<file path="config.mk">
export PLATFORM = sky130hd
export DESIGN_NAME = alu_seq_ctrl_flat
export DESIGN_NICKNAME = d
export VERILOG_FILES = /design/src/rtl/alu_pkg.sv /design/src/rtl/alu_seq_ctrl_if.sv /design/src/rtl/alu_regfile.sv /design/src/rtl/alu_seq_ctrl.sv /design/src/flat_wrapper.sv
export SDC_FILE = /design/constraint.sdc
export NUM_CORES = 1
export LEC_CHECK = 0
export ABC_AREA = 0
export CORE_MARGIN = 5
export CORE_UTILIZATION = 45
export CTS_CLUSTER_DIAMETER = 200
export DETAILED_ROUTE_END_ITERATION = 8
export PLACE_DENSITY = 0.68
export SLEW_MARGIN = 0
export SYNTH_ARGS = -nofsm -noshare
export SYNTH_HDL_FRONTEND = slang
export SYNTH_SLANG_ARGS = --single-unit
</file>
<file path="constraint.sdc">
create_clock -name clk -period 6.8 [get_ports clk]
set_clock_uncertainty 0.2 [all_clocks]
set_input_delay 1.36 -clock clk [delete_from_list [all_inputs] [get_ports clk]]
set_output_delay 1.36 -clock clk [all_outputs]
set_load 0.1 [all_outputs]
</file>
<file path="src/rtl/alu_pkg.sv">
`default_nettype none
// ============================================================================
// Module      : alu_pkg
// Description : Shared opcode constants and sequencer FSM state encoding for
//               the ALU and its upstream command sequencer.
// Revision    : 1.0 - initial release
// ============================================================================
package alu_pkg;

    localparam int c_NREGS = 8;
    localparam int c_AW    = 3;
    localparam int c_DW    = 32;

    localparam logic [3:0] c_OP_COMPLEMENT = 4'd0;
    localparam logic [3:0] c_OP_AND        = 4'd1;
    localparam logic [3:0] c_OP_XOR        = 4'd2;
    localparam logic [3:0] c_OP_OR         = 4'd3;
    localparam logic [3:0] c_OP_DECREMENT  = 4'd4;
    localparam logic [3:0] c_OP_ADD        = 4'd5;
    localparam logic [3:0] c_OP_SUB        = 4'd6;
    localparam logic [3:0] c_OP_INCREMENT  = 4'd7;
    localparam logic [3:0] c_OP_LOADI      = 4'd8;

    typedef enum logic [1:0] {
        ST_IDLE = 2'd0,
        ST_EXEC = 2'd1,
        ST_WB   = 2'd2
    } state_t;

endpackage : alu_pkg
`default_nettype wire

</file>
<file path="src/rtl/alu_seq_ctrl_if.sv">
`default_nettype none
// ============================================================================
// Module      : alu_seq_ctrl_if
// Description : Command, ALU, response and debug signals of the sequencer.
// Revision    : 1.0 - initial release
// ============================================================================
interface alu_seq_ctrl_if #(
    parameter int AW = 3,
    parameter int DW = 32
);
    logic          cmd_valid;
    logic          cmd_ready;
    logic [3:0]    cmd_op;
    logic [AW-1:0] cmd_rd;
    logic [AW-1:0] cmd_rs1;
    logic [AW-1:0] cmd_rs2;
    logic [DW-1:0] cmd_imm;

    logic [DW-1:0] alu_operand1;
    logic [DW-1:0] alu_operand2;
    logic [3:0]    alu_aluop;
    logic [DW-1:0] alu_result;
    logic          alu_overflow;
    logic          alu_zero;

    logic          rsp_valid;
    logic [DW-1:0] rsp_data;
    logic          rsp_zero;
    logic          rsp_overflow;
    logic          ovf_sticky;
    logic          ovf_clr;

    logic [AW-1:0] dbg_addr;
    logic [DW-1:0] dbg_data;

    modport slave (
        input  cmd_valid, cmd_op, cmd_rd, cmd_rs1, cmd_rs2, cmd_imm,
        input  alu_result, alu_overflow, alu_zero, ovf_clr, dbg_addr,
        output cmd_ready, alu_operand1, alu_operand2, alu_aluop,
        output rsp_valid, rsp_data, rsp_zero, rsp_overflow, ovf_sticky, dbg_data
    );

    modport master (
        output cmd_valid, cmd_op, cmd_rd, cmd_rs1, cmd_rs2, cmd_imm,
        output alu_result, alu_overflow, alu_zero, ovf_clr, dbg_addr,
        input  cmd_ready, alu_operand1, alu_operand2, alu_aluop,
        input  rsp_valid, rsp_data, rsp_zero, rsp_overflow, ovf_sticky, dbg_data
    );

endinterface : alu_seq_ctrl_if
`default_nettype wire

</file>
<file path="src/rtl/alu_regfile.sv">
`default_nettype none
// ============================================================================
// Module      : alu_regfile
// Description : NREGS x DW register file, two operand read ports, one debug
//               read port, one synchronous write port; r0 reads as zero.
// Revision    : 1.0 - initial release
// ============================================================================
module alu_regfile #(
    parameter int NREGS = 8,
    parameter int AW    = 3,
    parameter int DW    = 32
) (
    input  wire logic          clk,
    input  wire logic          rst,
    input  wire logic          i_we,
    input  wire logic [AW-1:0] i_waddr,
    input  wire logic [DW-1:0] i_wdata,
    input  wire logic [AW-1:0] i_raddr1,
    output logic      [DW-1:0] o_rdata1,
    input  wire logic [AW-1:0] i_raddr2,
    output logic      [DW-1:0] o_rdata2,
    input  wire logic [AW-1:0] i_dbg_addr,
    output logic      [DW-1:0] o_dbg_data
);

    logic [DW-1:0] r_mem [NREGS];

    // Writes to r0 are dropped so the entry stays at its reset value of zero.
    always_ff @(posedge clk) begin
        if (rst) begin
            for (int i = 0; i < NREGS; i++) begin
                r_mem[i] <= '0;
            end
        end else if (i_we && (i_waddr != '0)) begin
            r_mem[i_waddr] <= i_wdata;
        end
    end

    assign o_rdata1   = (i_raddr1   == '0) ? '0 : r_mem[i_raddr1];
    assign o_rdata2   = (i_raddr2   == '0) ? '0 : r_mem[i_raddr2];
    assign o_dbg_data = (i_dbg_addr == '0) ? '0 : r_mem[i_dbg_addr];

endmodule : alu_regfile
`default_nettype wire

</file>
<file path="src/rtl/alu_seq_ctrl.sv">
`default_nettype none
// ============================================================================
// Module      : alu_seq_ctrl
// Description : Single-command sequencer feeding a combinational ALU: reads
//               operands, executes, writes back and pulses a response.
// Revision    : 1.0 - initial release
// ============================================================================
module alu_seq_ctrl #(
    parameter int NREGS = 8,
    parameter int AW    = 3,
    parameter int DW    = 32
) (
    input  wire logic      clk,
    input  wire logic      rst,
    alu_seq_ctrl_if.slave  bus
);
    import alu_pkg::*;

    state_t        r_state;
    state_t        w_state_nxt;
    logic          w_cmd_ready;
    logic          w_rsp_valid;
    logic          w_rf_we;
    logic          w_hs;

    logic [3:0]    r_op;
    logic [AW-1:0] r_rd;
    logic [DW-1:0] r_imm;
    logic [DW-1:0] r_op1;
    logic [DW-1:0] r_op2;
    logic [DW-1:0] r_res;
    logic          r_zero;
    logic          r_ovf;
    logic          r_ovf_sticky;

    logic [DW-1:0] w_rs1_data;
    logic [DW-1:0] w_rs2_data;

    alu_regfile #(
        .NREGS (NREGS),
        .AW    (AW),
        .DW    (DW)
    ) u_regfile (
        .clk        (clk),
        .rst        (rst),
        .i_we       (w_rf_we),
        .i_waddr    (r_rd),
        .i_wdata    (r_res),
        .i_raddr1   (bus.cmd_rs1),
        .o_rdata1   (w_rs1_data),
        .i_raddr2   (bus.cmd_rs2),
        .o_rdata2   (w_rs2_data),
        .i_dbg_addr (bus.dbg_addr),
        .o_dbg_data (bus.dbg_data)
    );

    always_ff @(posedge clk) begin
        if (rst) begin
            r_state <= ST_IDLE;
        end else begin
            r_state <= w_state_nxt;
        end
    end

    always_comb begin
        w_state_nxt = r_state;
        w_cmd_ready = 1'b0;
        w_rsp_valid = 1'b0;
        w_rf_we     = 1'b0;
        case (r_state)
            ST_IDLE: begin
                w_cmd_ready = 1'b1;
                if (bus.cmd_valid) begin
                    w_state_nxt = ST_EXEC;
                end
            end
            ST_EXEC: begin
                w_state_nxt = ST_WB;
            end
            ST_WB: begin
                w_rsp_valid = 1'b1;
                w_rf_we     = 1'b1;
                w_state_nxt = ST_IDLE;
            end
            default: begin
                w_state_nxt = ST_IDLE;
            end
        endcase
    end

    assign w_hs = bus.cmd_valid && w_cmd_ready;

    always_ff @(posedge clk) begin
        if (rst) begin
            r_op   <= '0;
            r_rd   <= '0;
            r_imm  <= '0;
            r_op1  <= '0;
            r_op2  <= '0;
            r_res  <= '0;
            r_zero <= 1'b0;
            r_ovf  <= 1'b0;
        end else begin
            if (w_hs) begin
                r_op  <= bus.cmd_op;
                r_rd  <= bus.cmd_rd;
                r_imm <= bus.cmd_imm;
                r_op1 <= w_rs1_data;
                r_op2 <= w_rs2_data;
            end
            // Opcodes 0..7 pass straight through to the ALU; 8 and above are local.
            if (r_state == ST_EXEC) begin
                if (!r_op[3]) begin
                    r_res  <= bus.alu_result;
                    r_zero <= bus.alu_zero;
                    r_ovf  <= bus.alu_overflow;
                end else if (r_op == c_OP_LOADI) begin
                    r_res  <= r_imm;
                    r_zero <= (r_imm == '0);
                    r_ovf  <= 1'b0;
                end else begin
                    r_res  <= '0;
                    r_zero <= 1'b1;
                    r_ovf  <= 1'b0;
                end
            end
        end
    end

    // A new overflow takes priority over a clear arriving in the same cycle.
    always_ff @(posedge clk) begin
        if (rst) begin
            r_ovf_sticky <= 1'b0;
        end else if (w_rsp_valid && r_ovf) begin
            r_ovf_sticky <= 1'b1;
        end else if (bus.ovf_clr) begin
            r_ovf_sticky <= 1'b0;
        end
    end

    assign bus.cmd_ready    = w_cmd_ready;
    assign bus.alu_operand1 = r_op1;
    assign bus.alu_operand2 = r_op2;
    assign bus.alu_aluop    = r_op;
    assign bus.rsp_valid    = w_rsp_valid;
    assign bus.rsp_data     = r_res;
    assign bus.rsp_zero     = r_zero;
    assign bus.rsp_overflow = r_ovf;
    assign bus.ovf_sticky   = r_ovf_sticky;

endmodule : alu_seq_ctrl
`default_nettype wire

</file>
<file path="src/flat_wrapper.sv">
// flat-port wrapper written by rule: the top's interface ports become plain ports
module alu_seq_ctrl_flat import alu_pkg::*;
#(
    parameter int NREGS = 8,
    parameter int AW    = 3,
    parameter int DW    = 32
)
  (clk, rst, bus_cmd_valid, bus_cmd_op, bus_cmd_rd, bus_cmd_rs1, bus_cmd_rs2, bus_cmd_imm, bus_alu_result, bus_alu_overflow, bus_alu_zero, bus_ovf_clr, bus_dbg_addr, bus_cmd_ready, bus_alu_operand1, bus_alu_operand2, bus_alu_aluop, bus_rsp_valid, bus_rsp_data, bus_rsp_zero, bus_rsp_overflow, bus_ovf_sticky, bus_dbg_data);
  alu_seq_ctrl_if #(.AW(AW), .DW(DW)) bus_i ();
  input  wire logic clk;
  input  wire logic rst;
  input wire logic [$bits(bus_i.cmd_valid)-1:0] bus_cmd_valid;
  input wire logic [$bits(bus_i.cmd_op)-1:0] bus_cmd_op;
  input wire logic [$bits(bus_i.cmd_rd)-1:0] bus_cmd_rd;
  input wire logic [$bits(bus_i.cmd_rs1)-1:0] bus_cmd_rs1;
  input wire logic [$bits(bus_i.cmd_rs2)-1:0] bus_cmd_rs2;
  input wire logic [$bits(bus_i.cmd_imm)-1:0] bus_cmd_imm;
  input wire logic [$bits(bus_i.alu_result)-1:0] bus_alu_result;
  input wire logic [$bits(bus_i.alu_overflow)-1:0] bus_alu_overflow;
  input wire logic [$bits(bus_i.alu_zero)-1:0] bus_alu_zero;
  input wire logic [$bits(bus_i.ovf_clr)-1:0] bus_ovf_clr;
  input wire logic [$bits(bus_i.dbg_addr)-1:0] bus_dbg_addr;
  output wire logic [$bits(bus_i.cmd_ready)-1:0] bus_cmd_ready;
  output wire logic [$bits(bus_i.alu_operand1)-1:0] bus_alu_operand1;
  output wire logic [$bits(bus_i.alu_operand2)-1:0] bus_alu_operand2;
  output wire logic [$bits(bus_i.alu_aluop)-1:0] bus_alu_aluop;
  output wire logic [$bits(bus_i.rsp_valid)-1:0] bus_rsp_valid;
  output wire logic [$bits(bus_i.rsp_data)-1:0] bus_rsp_data;
  output wire logic [$bits(bus_i.rsp_zero)-1:0] bus_rsp_zero;
  output wire logic [$bits(bus_i.rsp_overflow)-1:0] bus_rsp_overflow;
  output wire logic [$bits(bus_i.ovf_sticky)-1:0] bus_ovf_sticky;
  output wire logic [$bits(bus_i.dbg_data)-1:0] bus_dbg_data;
  assign bus_i.cmd_valid = bus_cmd_valid;
  assign bus_i.cmd_op = bus_cmd_op;
  assign bus_i.cmd_rd = bus_cmd_rd;
  assign bus_i.cmd_rs1 = bus_cmd_rs1;
  assign bus_i.cmd_rs2 = bus_cmd_rs2;
  assign bus_i.cmd_imm = bus_cmd_imm;
  assign bus_i.alu_result = bus_alu_result;
  assign bus_i.alu_overflow = bus_alu_overflow;
  assign bus_i.alu_zero = bus_alu_zero;
  assign bus_i.ovf_clr = bus_ovf_clr;
  assign bus_i.dbg_addr = bus_dbg_addr;
  assign bus_cmd_ready = bus_i.cmd_ready;
  assign bus_alu_operand1 = bus_i.alu_operand1;
  assign bus_alu_operand2 = bus_i.alu_operand2;
  assign bus_alu_aluop = bus_i.alu_aluop;
  assign bus_rsp_valid = bus_i.rsp_valid;
  assign bus_rsp_data = bus_i.rsp_data;
  assign bus_rsp_zero = bus_i.rsp_zero;
  assign bus_rsp_overflow = bus_i.rsp_overflow;
  assign bus_ovf_sticky = bus_i.ovf_sticky;
  assign bus_dbg_data = bus_i.dbg_data;
  alu_seq_ctrl #(.NREGS(NREGS), .AW(AW), .DW(DW)) u_core (.clk(clk), .rst(rst), .bus(bus_i));
endmodule
</file>
==> reports/metrics.yaml, run 1 <==
status:
  status: "finished, final reports clean"
pwr:
  seq_power_share_pct: 43.1
  switchingPower_mw: 1.834
  p_sw_share_pct: 30.92
  peakVddDrop_mv: 0.1542
  pwr-share-comb_pct: 19.3
  clkPwrFrac_pct: 37.6
  p_int_mw: 4.096
  cellPowerDensity_nw_per_um2: 266.3
  p_leak_nw: 8.140
floorplanning:
  die_y_um: 213.6
  initial_core_util_pct: 45.58
  core_um2: 40920
  die-area_um2: 45620
  boundaryPins: 223
  rows: 74
  fp.dieW_um: 213.6
critical_path:
  crit_required_ns: 5.24
  end_kind: "output pin"
  worstSetupStartpointType: "input pin"
  max_stage_delay_ns: 0.97
  crit_type: "input pin to output pin"
  path_cells: "buf_4, mux4_2, a21o_1, clkdlybuf4s50_1"
  crit_arrival_ns: 3.53
  cpMaxStageDelayCell: "clkdlybuf4s50_1"
  worstPathMaxFanout: 26
layout:
  drive_gt1_share_pct: 15.54
  area_delta_synth_final_pct: 19.37
  nets: 1874
  final_cell_mix: "and2_1, edfxtp_1, clkdlybuf4s50_1, nand2_1, dfxtp_1"
  instances_no_fill: 2355
job:
  maxCapViolations: 0
global_routing:
  grt_pass1_wl_um: 88690
  grt-ovfl-total: 0
  grtUsageTotal_pct: 25.56
  grt_max_degree: 92
  antenna_found_initial: 2
  grt_pass1_vias: 14541
synth:
  synth_nets: 1729
  synth_cells: 1643
  synth_seq_cells: 364
  ys_types: 43
  synth_area_per_cell_um2: 11.35
  syn_area_um2: 18650
  ys_seq_area_share_pct: 51.09
  yosysWarnings: 0
timing:
  setup_viol: 0
  period_share_pct: 74.87
  final-hold-violation-count: 0
  fmaxAchievable_ghz: 0.1964
  slew_violations: 0
  post-route-min-period_ns: 5.091
  worst_pin_slew_ns: 1.294
  setup_tns_ns: 0
  holdWs_ns: 0.2551
  max_slew_margin_pct: 13.54
  rsz0062_at_grt: "no"
worst_hold_path:
  min_path_type: "flip-flop to flip-flop"
place:
  gp_congestion: 0.8167
  place.port_buffers: 222
  dp_hpwl_um: 35110
  dp_cells: 2277
drt:
  via_count: 14264
  drt-pass1-iter-count: 6
  wirelength_um: 59450
  drt_iter0_markers: 1212
  drcViolationCount: 0
  detail-route-antenna-nets: 0
  wl_per_cell_um: 25.24
  vias_per_cell: 6.057
cts:
  postCtsResizedCells: 0
  path_clk_slew_ns: 0.06
  cts_hold_buf: 0
  cts_made_buffers: 41
  cts_setup_buffers: 0
  clock_latency_ns: 0.56
  clk_path_buf_depth: 3
  clock-sinks: 364
  htree_levels: 2
  cts_tree: "done"
  cts_root_buffer: "clkbuf_16"
-- layer usage --
metal / up-vias / global-route usage (%) / wire, µm
met3: 131 / 4.711 / 4947
met1: 7021 / 35.20 / 25020
met5: - / 0 / 0
li1: 6377 / - / -
met4: 0 / 9.605 / 1864
met2: 735 / 40.73 / 27610
-- cell usage after synthesis, drive strengths merged --
| master | instances | area share, % |
|---|---|---|
| nand4 | 2 | 0.067 |
| clkbuf | 68 | 1.4 |
| nor3b | 1 | 0.040 |
| a22oi | 31 | 1.2 |
| nor2b | 7 | 0.28 |
| inv | 3 | 0.060 |
| mux2 | 63 | 3.8 |
| o21ai | 32 | 0.86 |
| nand2b | 37 | 1.2 |
| or2 | 7 | 0.23 |
| o211a | 1 | 0.054 |
| nor4 | 9 | 0.38 |
| a221o | 32 | 1.7 |
| nand3b | 1 | 0.040 |
| nor2 | 104 | 2.2 |
| a2111oi | 29 | 1.4 |
| o211ai | 2 | 0.080 |
| o22ai | 30 | 1.0 |
| a21o | 1 | 0.040 |
| a221oi | 32 | 1.5 |
| nor3 | 64 | 1.7 |
| a21oi | 75 | 2.0 |
| nand3 | 30 | 0.80 |
| dfxtp | 140 | 15 |
| a211oi | 4 | 0.19 |
| buf | 79 | 2.8 |
| and2 | 225 | 7.5 |
| mux2i | 95 | 5.1 |
| or3b | 1 | 0.060 |
| edfxtp | 224 | 36 |
| nand2 | 147 | 3.0 |
| mux4 | 67 | 8.1 |
-- worst max-delay path: cells and delay by family --
kind	cells	cell delay [ns]
buffers and inverters	2	1.37
muxes	1	0.57
AOI/OAI and AO/OA	1	0.21
-- cell families (layout without fill, tap and decap cells) --
family                 count (synthesis)  count (layout)  share of synthesized area, %
other                                  0               2                             0
buffers and inverters                150             328                         4.219
AND/OR/NAND/NOR                      635             635                         17.61
AO/OA/AOI/OAI                        269             269                         10.07
flip-flops                           364             364                         51.09
multiplexers                         225             225                         17.01
-- area by class of cell --
class                      instances  area (µm²)
fill                            3613       18660
antenna                            2       5.005
clock buffer                      59        1180
timing repair buffer             249        2317
multi-input combinational       1129        8393
tap                              532       665.6
sequential                       364        9529
inverter                           3       11.26
clock inverter                    17       162.7
-- worst paths after layout --
path | start | end | slack, ns | cells after the start
worst max register to register | u_core.r_state[1] | u_core.u_regfile.r_mem[6][28] | 3.36 | 4
worst min-delay path | u_core.bus.alu_operand2[16] | u_core.bus.alu_operand2[16] | 0.26 | 2
worst max-delay path | bus_dbg_addr[0] | bus_dbg_data[30] | 1.71 | 4
worst min register to register | u_core.bus.alu_operand2[16] | u_core.bus.alu_operand2[16] | 0.26 | 2
-- sequential cells by signal, indices dropped and copies added (netlist names), 2 cells and up --
register	cells
u_core.u_regfile.r_mem	224
u_core.bus.alu_operand1	32
u_core.bus.alu_operand2	32
u_core.bus.rsp_data	32
u_core.r_imm	32
u_core.bus.alu_aluop	4
u_core.r_rd	3
u_core.r_state	2
-- power groups by stage --
stage | sequential, mW | clock, mW | combinational [mW]
floorplan | 2.88 | 0 | 0.521
global placement | 2.59 | 0 | 1.14
detailed placement | 2.60 | 0 | 1.14
CTS | 2.55 | 2.26 | 1.14
global route | 2.57 | 2.35 | 1.19
finish | 2.55 | 2.23 | 1.14
-- through the flow --
step / utilization (%) / worst slack, ns / power (mW) / cell area [µm²]
after floorplan: - / 1.058 / 3.398 / 18650
after global placement: 51.11 / 1.718 / 3.725 / 20920
after detailed placement: 51.11 / 1.715 / 3.738 / 20920
after CTS: 54.39 / 1.707 / 5.954 / 22260
after global routing: 54.40 / 1.648 / 6.111 / 22260
final: 54.40 / 1.709 / 5.930 / 22260
Note: power is estimated with default switching activity, not from simulation.
==> inputs of run 2 (changes only) <==
==> constraint.sdc (replaced) <==
create_clock -name clk -period 5.15 [get_ports clk]
set_clock_uncertainty 0.2 [all_clocks]
set_input_delay 1.03 -clock clk [delete_from_list [all_inputs] [get_ports clk]]
set_output_delay 1.03 -clock clk [all_outputs]
set_load 0.1 [all_outputs]
==> run 2 against run 1 <==
Against the previous run: design area grew 2.5%; via count grew 0.56%; critical path depth grew 3; worst setup slack lost 0.72 ns; sequential cell count is the same; die area is the same; core utilization grew 1.4 points; critical path type unchanged; critical endpoint is now bus_dbg_data[17].
==> reports/metrics.yaml, run 2 (same netlist as run 1, synthesis figures left out) <==
status:
  status: "finished, final reports clean"
layout:
  area_delta_synth_final_pct: 22.38
  final_cell_mix: "and2_1, edfxtp_1, clkdlybuf4s50_1, nand2_1, dfxtp_1"
  largest_reg_flops: 224  # unchanged
  antenna_cells: 0  # -2
  final_util_pct: 55.78  # +1.4 points
  regMostFlops: "u_core.u_regfile.r_mem"
  drive_gt1_share_pct: 16.29  # +0.74 points
  nets: 1890  # +0.85%
floorplanning:
  core_um2: 40920  # unchanged
  rows: 74  # unchanged
  initial_core_util_pct: 45.58  # unchanged
  die_y_um: 213.6  # unchanged
  die-area_um2: 45620  # unchanged
  boundaryPins: 223  # unchanged
  fp.dieW_um: 213.6  # unchanged
critical_path:
  end_kind: "output pin"
  rr_worst_depth: 4  # unchanged
  r2r_start: "u_core.r_state[0]"
  crit_cells: 7  # +3
  timing.rr.end: "u_core.bus.alu_operand1[25]"
  path_cells: "buf_4, buf_12, nor2b_2, buf_4, a22oi_1, o21ai_0, buf_12"
  crit_required_ns: 3.92  # -1.32 ns
  crit_type: "input pin to output pin"
  cpMaxStageDelayCell: "o21ai_0"
  worstSetupStartpointType: "input pin"
  critPathBufInv: 4  # +2
  worstPathMaxFanout: 26  # unchanged
  rrSetupSlack_ns: 2.51  # -0.85 ns
  max_stage_delay_ns: 0.56  # -0.41 ns
  crit_family: "buffers and inverters"
  crit_arrival_ns: 2.93  # -0.60 ns
timing:
  fmaxAchievable_ghz: 0.2402
  setup_viol: 0  # unchanged
  rsz0062_at_grt: "no"
  worst_pin_slew_ns: 1.191  # -0.1027 ns
  final-hold-violation-count: 0  # unchanged
  max_slew_margin_pct: 20.57  # +7.0 points
  holdWs_ns: 0.2505  # -0.004621 ns
  period_share_pct: 80.84
  slew_violations: 0  # unchanged
  setup_tns_ns: 0  # unchanged
  setup_slack_ns: 0.9867  # -0.7225 ns
  post-route-min-period_ns: 4.163
worst_hold_path:
  min_path_type: "flip-flop to flip-flop"
  worstHoldStart: "u_core.bus.alu_operand2[20]"
  hold_depth: 2  # unchanged
  hold_end: "u_core.bus.alu_operand2[20]"
drt:
  wirelength_um: 59410  # about the same
  drt-pass1-iter-count: 5  # -1
  detail-route-antenna-nets: 0  # unchanged
  via_count: 14344  # +0.56%
  drt_iter0_markers: 1277  # +5.4%
  wl_per_cell_um: 25.09  # -0.61%
  drcViolationCount: 0  # unchanged
  vias_per_cell: 6.057  # about the same
cts:
  cts_made_buffers: 41  # unchanged
  htree_levels: 2  # unchanged
  path_clk_slew_ns: 0.05  # about the same
  cts_setup_buffers: 0  # unchanged
  clock_latency_ns: 0.56  # about the same
  clock-sinks: 364  # unchanged
  clk_path_buf_depth: 3  # unchanged
  cts_hold_buf: 0  # unchanged
  postCtsResizedCells: 0  # unchanged
  cts_tree: "done"
  cts_root_buffer: "clkbuf_16"
pwr:
  cellPowerDensity_nw_per_um2: 347.0  # +30%
  seq_power_share_pct: 42.6  # -0.5 points
  peakVddDrop_mv: 0.2209  # +43%
  p_sw_share_pct: 30.49  # -0.43 points
  p_leak_nw: 8.355  # +2.6%
  pwr-share-comb_pct: 20.0  # +0.7 points
  switchingPower_mw: 2.415  # +32%
  clkPwrFrac_pct: 37.4  # -0.2 points
  p_int_mw: 5.506  # +34%
place:
  place.port_buffers: 222  # unchanged
  post-place-ws_ns: 1.011  # -0.7041 ns
  dp_hpwl_um: 36130  # +2.9%
  gp_congestion: 0.8466  # +3.7%
global_routing:
  grtUsageTotal_pct: 25.64  # +0.083 points
  grt-ovfl-total: 0  # unchanged
  antenna_found_initial: 0  # -2
  grt_pass1_wl_um: 89160  # +0.53%
  grt_max_degree: 88  # -4.3%
  grt_pass1_vias: 14626  # +0.58%
job:
  maxCapViolations: 0  # unchanged
[run 2: changes by cell type in the layout (fill, tap and decap cells not counted), sizes merged]
cell / before / now
bufinv: 3 / 5
clkbuf: 59 / 55
diode: 2 / 0
clkinvlp: 0 / 1
buf: 66 / 83
clkdlybuf4s50: 183 / 182
[run 2: final cells by class]
class / count / area [µm²]
Inverter: 3 / 11.26
Clock inverter: 20 / 232.7
Clock buffer: 55 / 1119
Fill cell: 3492 / 18100
Sequential cell: 364 / 9529
Tap cell: 532 / 665.6
Timing Repair Buffer: 265 / 2898
Multi-Input combinational cell: 1129 / 8371
[run 2: how the worst max path moves through the flow]
stage / from / end / slack (ns)
4_1_cts: bus_dbg_addr[0] / bus_dbg_data[17] / 1.02
6_report: bus_dbg_addr[0] / bus_dbg_data[17] / 0.99
5_1_grt: bus_dbg_addr[0] / bus_dbg_data[17] / 0.90
2_1_floorplan: bus_dbg_addr[0] / bus_dbg_data[31] / 0.07
3_3_place_gp: bus_dbg_addr[0] / bus_dbg_data[17] / 1.03
3_5_place_dp: bus_dbg_addr[0] / bus_dbg_data[17] / 1.01
[run 2: metal layers]
layer | part of all wire, % | vias to the layer above | track usage, %
li1 | - | 6417 | -
met1 | 41 | 7086 | 35.09
met2 | 47 | 727 | 41.48
met3 | 8.7 | 114 | 4.945
met4 | 2.7 | 0 | 8.553
met5 | 0 | - | 0
[run 2: power groups by stage]
stage | Combinational (mW) | Sequential [mW] | Clock [mW]
global route | 1.65 | 3.39 | 3.12
finish | 1.59 | 3.37 | 2.96
floorplan | 0.688 | 3.80 | 0
detailed placement | 1.58 | 3.43 | 0
global placement | 1.58 | 3.42 | 0
CTS | 1.59 | 3.37 | 3.00
[run 2: worst min-delay path: stages (launching register included)]
cell	delay, ns
dfxtp_1	0.30
nand2_1	0.05
a21oi_1	0.05
[run 2: through the flow]
stage | cells | instance area (µm²) | power, mW
global placement | 2293 | 21470 | 4.996
global route | 2368 | 22830 | 8.167
detailed placement | 2293 | 21470 | 5.015
CTS | 2368 | 22830 | 7.961
finish | 2368 | 22830 | 7.921
floorplan | 1643 | 18650 | 4.486
==> patch: new RTL, flow settings as in run 2 <==
Encoding of `state_t`: now one-hot (3 bits for 3 states).
--- a/src/rtl/alu_pkg.sv
+++ b/src/rtl/alu_pkg.sv
@@ -22,8 +22,8 @@
     localparam logic [3:0] c_OP_LOADI      = 4'd8;
 
-    typedef enum logic [1:0] {
-        ST_IDLE = 2'd0,
-        ST_EXEC = 2'd1,
-        ST_WB   = 2'd2
+    typedef enum logic [2:0] {
+        ST_IDLE = 3'b001,
+        ST_EXEC = 3'b010,
+        ST_WB   = 3'b100
     } state_t;
 
Check against the original RTL: same outputs for any inputs over 4 cycles, from zero or initial values and one cycle with rst high; so few cycles prove little.
==> patch against run 2 <==
Area after synthesis down 1.2%. Utilization grew 0.79 points. Sequential cell count grew 1. Setup slack lost 0.034 ns. Combinational power decreased by 3%. Power increased by 2.9%. First-iteration DRC count down 0.86%. Count of clock-buffer cells in the layout decreased by 1. Cell area increased by 0.73%. Routed wire length is 2.9% lower. Hold slack improved by 0.020 ns. Synthesized cell count increased by 2.1%. Global-route usage is 0.58 points lower. Largest power group unchanged.
==> patch: results (changes against run 2) <==
** Final layout
- Filler cells :: 3406 (-2.5%)
- Net count reported at finish :: 1934 (+2.3%)
- Fraction of layout instances using a drive strength above 1 :: 15.0% (-1.3 points)

** Power and ir drop
- The combinational logic power came to 1.55 mW (-3%).
- Internal Dissipation :: 5.74 mW (+4.2%)
- P_leak :: 8.58 nW (+2.7%)
- The combinational power share came to 19.1% (-0.9 points).
- Sequential group power :: ~3.4 mW
- Maximum ir drop on the vdd rail :: 0.256 mV (+16%)

** Clocking
- The total clock buffers created by CTS was 42 (+2.4%).
- Postcts setup bufs :: 0 (unchanged)
- Clock tree synthesis selected as its root buffer the cell sky130_fd_sc_hd__clkbuf_16.
- Max Root-Sink Buffers :: 3 (unchanged)

** Global route
- GRT Util Overall :: 25.1% (-0.58 points)
- Antenna violations before repair :: 0 (unchanged)
- Largest net degree at the start of global routing :: 72 (-18%)
- First-pass GRT wire length :: 87.2 mm (-2.2%)
- The number of global-route vias before repair is 14700 (+0.36%).

** Route
- Routed WL per cell :: 23.9 um (-4.8%)
- Total via count in the routed design :: 14400 (+0.68%)
- Total iterations of the first detailed-routing run :: 5 (unchanged)
- The violation count after the first detailed-route iteration is 1266 (-0.86%).

** Placement
- The HPWL reported at the end of detailed placement is 36.8 mm (+1.8%).
- The final RePlAce weighted congestion came to 0.903 (+6.6%).
- The number of buffer cells added on primary ports came to 222 (unchanged).

** Yosys
- In the synthesized netlist, the cells that appear most often are sky130_fd_sc_hd__edfxtp_1, sky130_fd_sc_hd__and2_1, sky130_fd_sc_hd__mux2i_1.
- Part of the Yosys area used for sequential elements :: 51.8% (+0.71 points)
- Mapped Nets :: 1764 (+2.0%)
- In the post-synthesis netlist, the biggest area contributors are sky130_fd_sc_hd__edfxtp_1, sky130_fd_sc_hd__dfxtp_1, sky130_fd_sc_hd__mux2i_1, sky130_fd_sc_hd__and2_1, sky130_fd_sc_hd__mux4_2.
- Number of enable-type register cells in the synthesized netlist :: 224 (unchanged)
- Post-synthesis cell type count :: 43 (unchanged)

** Run status
- The run finished with clean final reports.

** Worst setup path
- Startpoint of the worst-slack reg-to-reg timing path :: u_core.r_state[0]
- Worst R2R Path Depth :: 4 (unchanged)
- RR Endpoint :: u_core.bus.alu_operand2[16]
- CP Max Fanout :: 35 (+35%)
- Crit-path slowest cell :: sky130_fd_sc_hd__mux4_2
- R2R setup slack :: 2.41 ns (-0.10 ns)
- The critical path data arrival time is 2.97 ns (+0.04 ns).

** Timing
- The relative slew slack was 28.9% (+8.3 points).

** Worst hold path
- Hold_sp :: u_core.r_imm[10]
- For hold timing, the worst endpoint is u_core.r_imm[10].
- The number of cells on the worst hold path came to 2 (unchanged).
- The tightest min-delay check is of the register to register type.
## patch: changes by cell type in the layout (fill, tap and decap cells not counted), moves of 30 or more
cell	before	now
sky130_fd_sc_hd__o22ai_1	30	61
sky130_fd_sc_hd__nand2_1	145	113
sky130_fd_sc_hd__nor2_1	98	163
sky130_fd_sc_hd__a2111oi_0	29	62
sky130_fd_sc_hd__mux2i_1	95	186
sky130_fd_sc_hd__nor3_1	63	95
sky130_fd_sc_hd__nand2b_1	36	6
sky130_fd_sc_hd__o21ai_0	32	1
sky130_fd_sc_hd__o21ai_1	0	31
sky130_fd_sc_hd__mux4_2	67	35
sky130_fd_sc_hd__a21oi_1	75	44
sky130_fd_sc_hd__a221o_1	32	0
## patch: through the flow
step / instance area, um^2 / hold WS [ns] / setup WS (ns) / instances
5_1_grt: 23000 / 0.291 / 0.832 / 2414
2_1_floorplan: 18400 / 0.249 / 0.620 / 1678
3_3_place_gp: 21500 / 0.258 / 0.953 / 2336
4_1_cts: 23000 / 0.269 / 0.938 / 2414
3_5_place_dp: 21500 / 0.262 / 0.933 / 2336
6_report: 23000 / 0.270 / 0.953 / 2415
## patch: kinds of logic (layout without fill, tap and decap cells)
| family | after synthesis | count (layout) | synth area share, % |
|---|---|---|---|
| flip-flops | 365 | 365 | 51.8 |
| other | 0 | 1 | 0 |
| AND/OR/NAND/NOR | 642 | 642 | 17.9 |
| buffers and inverters | 148 | 352 | 3.75 |
| AO/OA/AOI/OAI | 270 | 270 | 10.2 |
| multiplexers | 253 | 253 | 16.3 |
## patch: how the worst max path moves through the flow
stage | start | end | slack (ns) | cells past startpoint
floorplan | bus_dbg_addr[0] | bus_dbg_data[10] | 0.62 | 5
global placement | bus_dbg_addr[0] | bus_dbg_data[7] | 0.95 | 6
detailed placement | bus_dbg_addr[0] | bus_dbg_data[6] | 0.93 | 6
CTS | bus_dbg_addr[0] | bus_dbg_data[6] | 0.94 | 6
global route | bus_dbg_addr[0] | bus_dbg_data[6] | 0.83 | 6
finish | bus_dbg_addr[0] | bus_dbg_data[6] | 0.95 | 6
## patch: metal layers
| layer | part of all wire (%) | GRT usage (%) |
|---|---|---|
| met1 | 40 | 33.0 |
| met2 | 47 | 41.0 |
| met3 | 8.8 | 4.50 |
| met4 | 3.6 | 10.6 |
| met5 | 0 | 0 |
## patch: final cells by class
type / count / area, um^2 / area share (%)
flip-flops and latches: 365 / 9550 / 41.5
multi-input cells: 1165 / 8250 / 35.9
repair buffers: 272 / 2990 / 13.0
clock buffers: 54 / 1220 / 5.31
well taps: 532 / 666 / 2.90
clock inverters: 24 / 310 / 1.35
inverters: 2 / 7.51 / 0.0327
diodes: 1 / 2.50 / 0.0109
## patch: critical path, delay by kind of cell
kind            cells  cell delay (ns)
simple gates        1             0.08
mux                 1             0.56
buf+inv             3             1.15
compound gates      1             0.12
